`config.mk`:
```
export PLATFORM = sky130hd
export DESIGN_NAME = riscv_lsu
export DESIGN_NICKNAME = d
export VERILOG_FILES = /design/src/rtl/riscv_lsu.sv
export SDC_FILE = /design/constraint.sdc
export NUM_CORES = 1
export LEC_CHECK = 0
export CORE_ASPECT_RATIO = 2
export CORE_MARGIN = 8
export CORE_UTILIZATION = 46
export DETAILED_ROUTE_END_ITERATION = 12
export HOLD_SLACK_MARGIN = 0.06
export PLACE_DENSITY = 0.81
export SETUP_SLACK_MARGIN = 0.2
export SLEW_MARGIN = 5
export SYNTH_ARGS = -nofsm -noshare
export SYNTH_HDL_FRONTEND = slang
export SYNTH_SLANG_ARGS = --single-unit
export TNS_END_PERCENT = 1
```
`constraint.sdc`:
```
create_clock -name clk -period 2.33 [get_ports clk]
set_input_delay 0.466 -clock clk [delete_from_list [all_inputs] [get_ports clk]]
set_output_delay 0.466 -clock clk [all_outputs]
set_load 0.02 [all_outputs]
```
`src/rtl/riscv_lsu.sv`:
```
// ---------------------------------------------------------------------------
// riscv_lsu -- load/store unit between the multicycle core FSM and data memory
//
// Accepts one byte/half/word/double request at a time, checks alignment,
// drives one aligned memory access with byte enables and lane-replicated
// store data, waits for mem_ack, then returns sign/zero-extended load data.
// Misaligned or illegal-size requests are answered with resp_err and never
// reach memory.
//
// Handshakes:
//   core side : a request is taken on a rising edge with req_valid && req_ready;
//               req_ready is high only while idle. resp_valid is a one-cycle
//               pulse; resp_rdata/resp_err hold until the next pulse.
//   mem side  : mem_req and its qualifiers are held stable until a cycle with
//               mem_ack=1; mem_rdata is sampled in that same cycle.
//
// Ports:
//   clk, rst (async, active-low)
//   req_valid/req_ready/req_we/req_size/req_unsigned/req_addr/req_wdata : request
//   resp_valid/resp_rdata/resp_err                                      : response
//   mem_req/mem_we/mem_addr/mem_be/mem_wdata/mem_ack/mem_rdata           : memory
//   dbg_state : current FSM state (0=IDLE, 1=ACCESS, 2=RESP)
//
// Optional feature: define LSU_TIMEOUT_EN to abandon an access with resp_err
// after TIMEOUT cycles without mem_ack. Without it ACCESS waits indefinitely.
// ---------------------------------------------------------------------------
module riscv_lsu #(
    parameter int ADDR_W  = 32,
    parameter int DATA_W  = 32,
    parameter int TIMEOUT = 255
) (
    input  logic                  clk,
    input  logic                  rst,
    input  logic                  req_valid,
    output logic                  req_ready,
    input  logic                  req_we,
    input  logic [1:0]            req_size,
    input  logic                  req_unsigned,
    input  logic [ADDR_W-1:0]     req_addr,
    input  logic [DATA_W-1:0]     req_wdata,
    output logic                  resp_valid,
    output logic [DATA_W-1:0]     resp_rdata,
    output logic                  resp_err,
    output logic                  mem_req,
    output logic                  mem_we,
    output logic [ADDR_W-1:0]     mem_addr,
    output logic [DATA_W/8-1:0]   mem_be,
    output logic [DATA_W-1:0]     mem_wdata,
    input  logic                  mem_ack,
    input  logic [DATA_W-1:0]     mem_rdata,
    output logic [1:0]            dbg_state
);

    localparam int NB    = DATA_W / 8;
    localparam int OFF_W = $clog2(NB);

    if (!(DATA_W == 32 || DATA_W == 64) || TIMEOUT < 1) begin : g_bad_param
        $error("riscv_lsu: DATA_W must be 32 or 64 and TIMEOUT at least 1");
    end

    typedef enum logic [1:0] {
        S_IDLE   = 2'd0,
        S_ACCESS = 2'd1,
        S_RESP   = 2'd2
    } state_t;

    state_t             r_state;
    logic               r_ready;
    logic               r_resp_valid;
    logic               r_resp_err;
    logic [DATA_W-1:0]  r_resp_rdata;
    logic               r_mem_req;
    logic               r_mem_we;
    logic [ADDR_W-1:0]  r_mem_addr;
    logic [NB-1:0]      r_mem_be;
    logic [DATA_W-1:0]  r_mem_wdata;
    logic               r_we;
    logic [1:0]         r_size;
    logic               r_unsigned;
    logic [OFF_W-1:0]   r_off;

    logic               w_err;
    logic [OFF_W-1:0]   w_off;
    logic [NB-1:0]      w_be;
    logic [DATA_W-1:0]  w_wrep;
    logic [DATA_W-1:0]  w_shift;
    logic [DATA_W-1:0]  w_load;
    logic               w_tmo_hit;

    assign w_off = req_addr[OFF_W-1:0];

    // Alignment / legal-size check on the incoming request.
    always_comb begin
        w_err = 1'b0;
        case (req_size)
            2'd1:    w_err = req_addr[0];
            2'd2:    w_err = |req_addr[1:0];
            2'd3:    w_err = (DATA_W == 32) || (|req_addr[2:0]);
            default: w_err = 1'b0;
        endcase
    end

    // Byte enables: one bit per accessed byte, starting at the lane offset.
    // Store data: lane i takes byte (i mod access-size) of the right-aligned data.
    always_comb begin
        int nb;
        nb     = 1 << req_size;
        w_be   = '0;
        w_wrep = '0;
        for (int i = 0; i < NB; i++) begin
            w_be[i] = (i >= int'(w_off)) && (i < int'(w_off) + nb);
            w_wrep[8*i +: 8] = req_wdata[8*(i % nb) +: 8];
        end
    end

    // Load path: bring the addressed lanes down to bit 0, then extend.
    assign w_shift = mem_rdata >> {r_off, 3'b000};

    always_comb begin
        int nbits;
        int sidx;
        nbits  = 8 << r_size;
        sidx   = (nbits > DATA_W) ? DATA_W - 1 : nbits - 1;
        w_load = '0;
        for (int i = 0; i < DATA_W; i++) begin
            w_load[i] = (i < nbits) ? w_shift[i] : (!r_unsigned && w_shift[sidx]);
        end
    end

`ifdef LSU_TIMEOUT_EN
    localparam int CW = ($clog2(TIMEOUT + 1) > 8) ? $clog2(TIMEOUT + 1) : 8;
    logic [CW-1:0] r_tmo;

    // Counts ACCESS cycles without mem_ack; held at zero outside ACCESS so it
    // is clear on every entry.
    always_ff @(posedge clk or negedge rst) begin
        if (!rst) begin
            r_tmo <= '0;
        end else if (r_state != S_ACCESS) begin
            r_tmo <= '0;
        end else if (!mem_ack) begin
            r_tmo <= r_tmo + 1'b1;
        end
    end

    // The current cycle is the TIMEOUT-th without acknowledge.
    assign w_tmo_hit = (r_tmo == CW'(TIMEOUT - 1));
`else
    assign w_tmo_hit = 1'b0;
`endif

    always_ff @(posedge clk or negedge rst) begin
        if (!rst) begin
            r_state      <= S_IDLE;
            r_ready      <= 1'b1;
            r_resp_valid <= 1'b0;
            r_resp_err   <= 1'b0;
            r_resp_rdata <= '0;
            r_mem_req    <= 1'b0;
            r_mem_we     <= 1'b0;
            r_mem_addr   <= '0;
            r_mem_be     <= '0;
            r_mem_wdata  <= '0;
            r_we         <= 1'b0;
            r_size       <= 2'd0;
            r_unsigned   <= 1'b0;
            r_off        <= '0;
        end else begin
            r_resp_valid <= 1'b0;
            case (r_state)
                S_IDLE: begin
                    if (req_valid) begin
                        r_ready    <= 1'b0;
                        r_we       <= req_we;
                        r_size     <= req_size;
                        r_unsigned <= req_unsigned;
                        r_off      <= w_off;
                        if (w_err) begin
                            r_state      <= S_RESP;
                            r_resp_valid <= 1'b1;
                            r_resp_err   <= 1'b1;
                            r_resp_rdata <= '0;
                        end else begin
                            r_state     <= S_ACCESS;
                            r_mem_req   <= 1'b1;
                            r_mem_we    <= req_we;
                            r_mem_addr  <= {req_addr[ADDR_W-1:OFF_W], {OFF_W{1'b0}}};
                            r_mem_be    <= w_be;
                            r_mem_wdata <= w_wrep;
                        end
                    end
                end
                S_ACCESS: begin
                    // An acknowledge in the limit cycle takes priority.
                    if (mem_ack) begin
                        r_state      <= S_RESP;
                        r_mem_req    <= 1'b0;
                        r_resp_valid <= 1'b1;
                        r_resp_err   <= 1'b0;
                        r_resp_rdata <= r_we ? '0 : w_load;
                    end else if (w_tmo_hit) begin
                        r_state      <= S_RESP;
                        r_mem_req    <= 1'b0;
                        r_resp_valid <= 1'b1;
                        r_resp_err   <= 1'b1;
                        r_resp_rdata <= '0;
                    end
                end
                S_RESP: begin
                    r_state <= S_IDLE;
                    r_ready <= 1'b1;
                end
                default: begin
                    r_state <= S_IDLE;
                    r_ready <= 1'b1;
                end
            endcase
        end
    end

    assign req_ready  = r_ready;
    assign resp_valid = r_resp_valid;
    assign resp_err   = r_resp_err;
    assign resp_rdata = r_resp_rdata;
    assign mem_req    = r_mem_req;
    assign mem_we     = r_mem_we;
    assign mem_addr   = r_mem_addr;
    assign mem_be     = r_mem_be;
    assign mem_wdata  = r_mem_wdata;
    assign dbg_state  = r_state;

endmodule

```
==> flow_summary_export.csv, run 1 <==
group,metric,value,unit
outcome,status,"finished clean",
timing,relSlewSlack,48.8,%
synth,synthXorXnorAreaFrac,0,%
cts,cts_tree,"done",
timing,post-route-min-period,2.11,ns
power_and_ir_drop,leakagePower,4.40,nW
timing,finClkSkew,0.00855,ns
layout,final_layout_size_suffix_gt1_share,17.8,%
timing,worst_slew_pin_slew,0.767,ns
floorplanning,fp.dieH,178,um
setup_path,end_kind,"flop",
floorplanning,fp.coreArea,12900,um2
detailed_routing,drc_errors,0,
placement,dpl_cell_area,8990,um2
detailed_routing,wl_met2,13.2,mm
layout,diodes,0,
cts,clockBufferDepth,2,
synth,synth_top_family_by_area,"compound AO/OA/AOI/OAI gates",
timing,rsz0062_at_grt,"true",
synth,synth.area.top_cells,"dfrtp_1 46%, mux2i_1 13%, nand2_1 9.4%, a22o_1 5.9%, ha_1 3.1%",
power_and_ir_drop,p_total,10.2,mW
layout,regArea,2780,um2
synth,synth_compound_area_share,18.3,%
power_and_ir_drop,ir_drop,0.811,mV
synth,avgSynthCellArea,9.71,um2
synth,synth_top_area_cell,"dfrtp_1",
setup_path,r2r_start,"r_off[0]",
layout,nets,1024,
synth,synth_top_area_share,45.5,%
setup_path,cp_num_buf_inv,2,
detailed_routing,drt-pass1-iter-count,5,
worst_hold_path,hold_start,"mem_addr[2]",
timing,report.final.slew_viol_count,0,
floorplanning,die_area,17300,um2
global_routing,grt_overflow,0,
synth,yosys.area_share.simple,14.1,%
detailed_routing,drt_iter0_markers,272,
floorplanning,num_rows,59,
timing,fin_setup_tns,0,ns
timing,clock.fmax,475,MHz
setup_path,reg2regPathDepth,5,
setup_path,cp_cell_sequence,"buf_2 > ha_2 > inv_1 > ha_1 > nor2b_1 > nand4_1 > a2111o_1 > o221ai_1",
synth,yosysWarnings,0,
placement,port_buffers,208,
synth,ys_ff_latch,111,
run,drv_cap,0,
cts,root_buffer,"clkbuf_16",
synth,synthMuxAreaShare,14.1,%
timing,finalSetupViolCount,0,
setup_path,cp_max_fo,7,
setup_path,critical_path_class,"primary input to flop",
setup_path,slowest_stage,"a2111o_1",
global_routing,grt_use_total,26.7,%
detailed_routing,drt-total-wl,23.3,mm
synth,seq_area_frac_synth,45.9,%
synth,synth_adder_area_share,3.43,%
detailed_routing,ant_nets,0,
global_routing,grt_pass1_wl,36.6,mm
detailed_routing,dr_wl_met3,1.26,mm
global_routing,grt_pass1_vias,6749,
global_routing,antenna_found_initial,0,
setup_path,critPathMaxStageDelay,0.59,ns
floorplanning,die-width,97.1,um
floorplanning,ioPinCount,211,
placement,gp_congestion,0.998,
synth,async_flop_share,100,%
worst_hold_path,hold_path_end,"mem_addr[2]",
worst_hold_path,whs_path_depth,2,
cts,htreeDepth,3,
setup_path,worstPathRequired,2.59,ns
floorplanning,start_util,46.8,%
layout,fin_area,9460,um2
power_and_ir_drop,p_per_area,1080,nW/um2
timing,fin_crit_sh,90.4,%
cts,numCtsBuffers,9,
detailed_routing,vias,6056,
detailed_routing,met1_length,7.50,mm
cts,cts_sinks,111,
synth,syn_area,6050,um2
cts,worstSkewPairLatency,0.35,ns
global_routing,grt_max_degree,60,
setup_path,arrival,2.36,ns
timing,hold_viol_final,0,
synth,synth_cell_types,56,
cts,clk_pin_slew,0.08,ns
setup_path,timing.rr.end,"resp_rdata[13]",
setup_path,cp_top_family,"compound AO/OA/AOI/OAI gates",
worst_hold_path,hold_class,"flop to flop",
layout,multiInputGateArea,3190,um2
synth,synth-edff-count,0,
detailed_routing,dr.max_layer_used,"met4",
synth,synth_flop_cell,"dfrtp_1",
layout,fillers,936,
timing,fin_hold_ws,0.481,ns
detailed_routing,wire_per_inst,21.9,um
placement,dp_hpwl,18.4,mm
layout,fin_util,73.2,%
synth,syn_inst,623,
setup_path,start_kind,"primary input",
layout,area_growth,56.4,%
detailed_routing,vias_per_cell,5.71,
setup_path,r2r_setup_slack,0.35,ns
-- placed cells by master (no fill, tap or decap), types with 3 or more instances in the layout --
master / n
a21oi_1: 23
a22o_1: 41
a31o_2: 3
a31oi_1: 4
a32o_1: 7
buf_12: 10
buf_4: 86
buf_6: 4
clkbuf_16: 9
clkdlybuf4s50_1: 205
dfrtp_1: 110
ha_1: 7
ha_2: 4
ha_4: 4
inv_1: 8
inv_6: 3
mux2_2: 4
mux2i_1: 77
nand2_1: 152
nand2b_1: 3
nand3_1: 3
nor2_1: 28
nor3_1: 8
o21a_1: 4
o21ai_0: 30
o21ai_1: 4
o221ai_1: 8
-- timing repair --
item / CTS / global route
gates resized for setup: 24 / 22
buffers inserted: 3 / 2
hold endpoints to repair: 22 / 0
hold buffers: 1 / 0
setup endpoints to repair: 104 / 68
pin swaps: 4 / 3
-- worst register-to-register path: stages (launching register included) --
cell and delay, ns:
dfrtp_1 0.44, mux4_2 0.39, buf_4 0.12, nand2_1 0.06, a211oi_2 0.67, a22o_1 0.24
-- sequential cells by signal, summed over array words and instances, names as in the netlist --
name	flops
r_unsigned	1
mem_wdata	32
mem_addr	30
mem_be	4
resp_rdata	32
r_size	2
r_we	1
dbg_state	2
mem_we	1
mem_req	1
req_ready	1
resp_valid	1
r_off	2
resp_err	1
-- layer usage --
layer / GRT usage (%) / up-vias
li1: - / 2764
met1: 24.8 / 2946
met2: 52.4 / 273
met3: 5.00 / 73
met4: 15.2 / 0
met5: 0 / -
-- synthesized netlist by cell type, types with 3 or more instances --
cell	n
a32o_1	7
buf_2	15
buf_1	3
mux2i_1	77
nand2_1	152
buf_4	3
a21oi_1	25
mux2_2	4
inv_1	13
nor2_1	29
a22o_1	41
o21a_1	4
nand3_1	3
dfrtp_1	110
a31o_2	3
clkbuf_1	14
a31oi_1	4
nand2b_1	4
o221ai_1	8
nor3_1	10
ha_1	15
o21bai_1	3
o21ai_0	35
nor2b_1	3
-- worst max path at each step --
stage                           start       endpoint  slack (ns)  cells past startpoint
after floorplan           req_size[1]   mem_wdata[0]       0.003                     10
after global placement    req_size[1]  mem_wdata[20]       -0.78                     14
after detailed placement  req_size[1]  mem_wdata[22]       -0.82                     14
after CTS                 req_size[0]  mem_wdata[22]        0.16                     13
after global routing      req_size[0]   mem_wdata[0]        0.19                      8
final                     req_size[0]   mem_wdata[0]        0.22                      8
-- metrics by stage --
stage | setup WS (ns) | cells
after CTS | 0.161 | 1059
after global placement | -0.781 | 1039
final | 0.224 | 1061
after floorplan | 0.00260 | 624
after global routing | 0.191 | 1061
after detailed placement | -0.820 | 1039
-- cell families after synthesis --
logic type	after synthesis
AND/OR/NAND/NOR	210
buffers and inverters	52
AO/OA/AOI/OAI	150
other	1
multiplexers	83
flip-flops	111
adder cells (fa/ha/maj)	16
-- area by class of cell --
class	instances	area share (%)
tap	152	2.01
timing repair buffer	307	31.3
sequential	111	29.4
clock inverter	6	0.542
inverter	14	0.648
clock buffer	10	2.42
multi-input combinational	461	33.7
-- power by group --
group / internal [mW] / switching (mW)
logic: 2.60 / 2.78
clock network: 0.749 / 0.774
registers: 2.76 / 0.538
total: 6.10 / 4.09
Power figures use the tool's default switching activity.
==> run 2: changes to the inputs <==
- CORE_UTILIZATION: 46 -> 47
- CTS_BUF_LIST: default -> sky130_fd_sc_hd__clkbuf_4
- PLACE_DENSITY: 0.81 -> 0.83
==> run 2 against run 1 <==
  * Hold slack got worse by 0.086 ns
  * Final area decreased by 2.9%
  * Total power decreased by 6.4%
  * Setup slack got worse by 0.012 ns
  * Die area decreased by 1.9%
==> flow_summary_export.csv, run 2 (same netlist as run 1, synthesis figures left out) <==
group,metric,value,unit
outcome,status,"finished clean",
global_routing,grt_use_total,26.4,%
power_and_ir_drop,ir_drop,0.731,mV
placement,gp_congestion,0.938,
setup_path,r2r_start,"r_off[1]",
layout,nets,1018,
timing,finClkSkew,0.0246,ns
worst_hold_path,hold_class,"primary input to async pin",
timing,fin_hold_ws,0.395,ns
cts,cts_tree,"done",
detailed_routing,ant_nets,0,
setup_path,endpoint,"resp_rdata[13]",
setup_path,r2r_setup_slack,0.31,ns
placement,dpl_cell_area,8930,um2
floorplanning,num_rows,58,
global_routing,grt_overflow,0,
cts,clockBufferDepth,2,
cts,numCtsBuffers,9,
setup_path,path_common_cell,"buf_4",
timing,relSlewSlack,50.0,%
setup_path,reg2regPathDepth,5,
setup_path,timing.rr.end,"resp_rdata[13]",
placement,pre_cts_ws,-0.806,ns
timing,rsz0062_at_grt,"true",
setup_path,slowest_stage,"dlygate4sd2_1",
power_and_ir_drop,leakagePower,4.32,nW
cts,clk_pin_slew,0.19,ns
cts,htreeDepth,3,
setup_path,crit_start,"req_size[0]",
timing,hold_viol_final,0,
floorplanning,die-width,96.2,um
timing,report.final.slew_viol_count,0,
timing,clock.fmax,472,MHz
global_routing,grt_pass1_wl,34.6,mm
setup_path,cp_max_fo,32,
timing,final.setup.worst_slack,0.213,ns
floorplanning,fp.dieH,176,um
setup_path,arrival,2.47,ns
setup_path,worstPathRequired,2.68,ns
setup_path,critPathMaxStageDelay,0.28,ns
setup_path,critical_path_class,"primary input to flop",
timing,post-route-min-period,2.12,ns
timing,finalSetupViolCount,0,
power_and_ir_drop,p_per_area,1040,nW/um2
cts,worstSkewPairLatency,0.47,ns
cts,root_buffer,"clkbuf_4",
placement,dpl.cell_count,1031,
power_and_ir_drop,p_total,9.54,mW
setup_path,start_kind,"primary input",
detailed_routing,drt-pass1-iter-count,7,
layout,fin_area,9180,um2
detailed_routing,drt-total-wl,22.1,mm
timing,fin_crit_sh,90.9,%
placement,dp_hpwl,17.7,mm
run,drv_cap,0,
setup_path,cp_cell_sequence,"dlygate4sd2_1 > inv_2 > buf_4 > ha_1 > a21oi_1 > buf_4 > o21ai_0 > nand2_1 > o21a_1 > buf_12 > a22o_1",
global_routing,antenna_found_initial,1,
global_routing,grt_max_degree,57,
layout,final_cell_mix,"204 x clkdlybuf4s50_1, 152 x nand2_1, 110 x dfrtp_1",
placement,port_buffers,208,
detailed_routing,drc_errors,0,
floorplanning,start_util,48.2,%
layout,area_growth,51.8,%
global_routing,grt_pass1_vias,6506,
layout,finish.cell_count_without_fillers,1054,
layout,mostFrequentLayoutCell,"clkdlybuf4s50_1",
detailed_routing,drt_iter0_markers,220,
detailed_routing,wire_per_inst,21.0,um
detailed_routing,vias_per_cell,5.68,
detailed_routing,vias,5989,
layout,final_layout_size_suffix_gt1_share,16.3,%
floorplanning,fp.coreArea,12600,um2
floorplanning,die_area,17000,um2
cts,cts_sinks,111,
timing,worst_slew_pin_slew,0.749,ns
setup_path,end_kind,"flop",
floorplanning,ioPinCount,211,
[run 2: cell count changes in the layout (fill, tap and decap cells not counted), moves of 2 or more]
cell	before	now
buf_4	86	84
buf_6	4	0
clkbuf_16	9	0
clkbuf_4	0	10
ha_1	7	11
ha_2	4	1
o21ai_0	30	34
o21ai_1	4	0
[run 2: per-stage QoR]
stage / util, % / TNS (ns)
floorplan: - / 0
global placement: 71.2 / -45.24
detailed placement: 71.2 / -52.58
finish: 73.1 / 0
global route: 73.1 / 0
CTS: 72.9 / 0
[run 2: final cells by class]
class / instances / area [um2]
Fill cell: 940 / 3370
Multi-Input combinational cell: 461 / 3130
Timing Repair Buffer: 301 / 2890
Sequential cell: 111 / 2780
Tap cell: 150 / 188
Clock buffer: 10 / 75.1
Inverter: 14 / 58.8
Clock inverter: 6 / 56.3
Antenna cell: 1 / 2.50
[run 2: how the worst min path moves through the flow]
stage,startpoint,cells after the start,slack [ns],to
2_1_floorplan,rst,0,0.17,dbg_state[0]
3_3_place_gp,rst,1,0.38,resp_rdata[21]
3_5_place_dp,rst,1,0.38,resp_rdata[22]
4_1_cts,rst,2,0.38,resp_rdata[22]
5_1_grt,rst,2,0.39,resp_rdata[22]
6_report,rst,2,0.40,resp_rdata[22]
[run 2: power by group]
| part | leakage [nW] | switching (mW) | internal, mW |
|---|---|---|---|
| registers | 1.43 | 0.539 | 2.74 |
| clock network | 0.0741 | 0.677 | 0.252 |
| logic | 2.81 | 2.77 | 2.56 |
| total | 4.32 | 3.98 | 5.56 |
[run 2: worst max-delay path: cells and delay by family]
| family | cells | cell delay [ns] |
|---|---|---|
| AO/OA/AOI/OAI | 4 | 0.77 |
| adder cells (fa/ha/maj) | 1 | 0.21 |
| buffers and inverters | 5 | 0.87 |
| AND/OR/NAND/NOR | 1 | 0.13 |
[run 2: layer usage]
layer	GRT usage [%]	up-vias	wire (um)
met2	47.3	255	11800
met5	0	-	0
met3	5.28	68	1520
met1	26.6	2906	7410
li1	-	2760	-
met4	15.9	0	1340
[run 2: timing repair]
item,4_1_cts,5_1_grt
pin swaps,3,2
buffers inserted,4,1
setup endpoints to repair,91,70
hold buffers,1,0
resized for setup,8,7
hold endpoints to repair,20,0
==> run 3: changes to the inputs <==
- ABC_AREA: default -> 0
- CAP_MARGIN: default -> 20
==> results of run 3 <==
The final DEF is identical to that of run 2; final timing and power are the same.
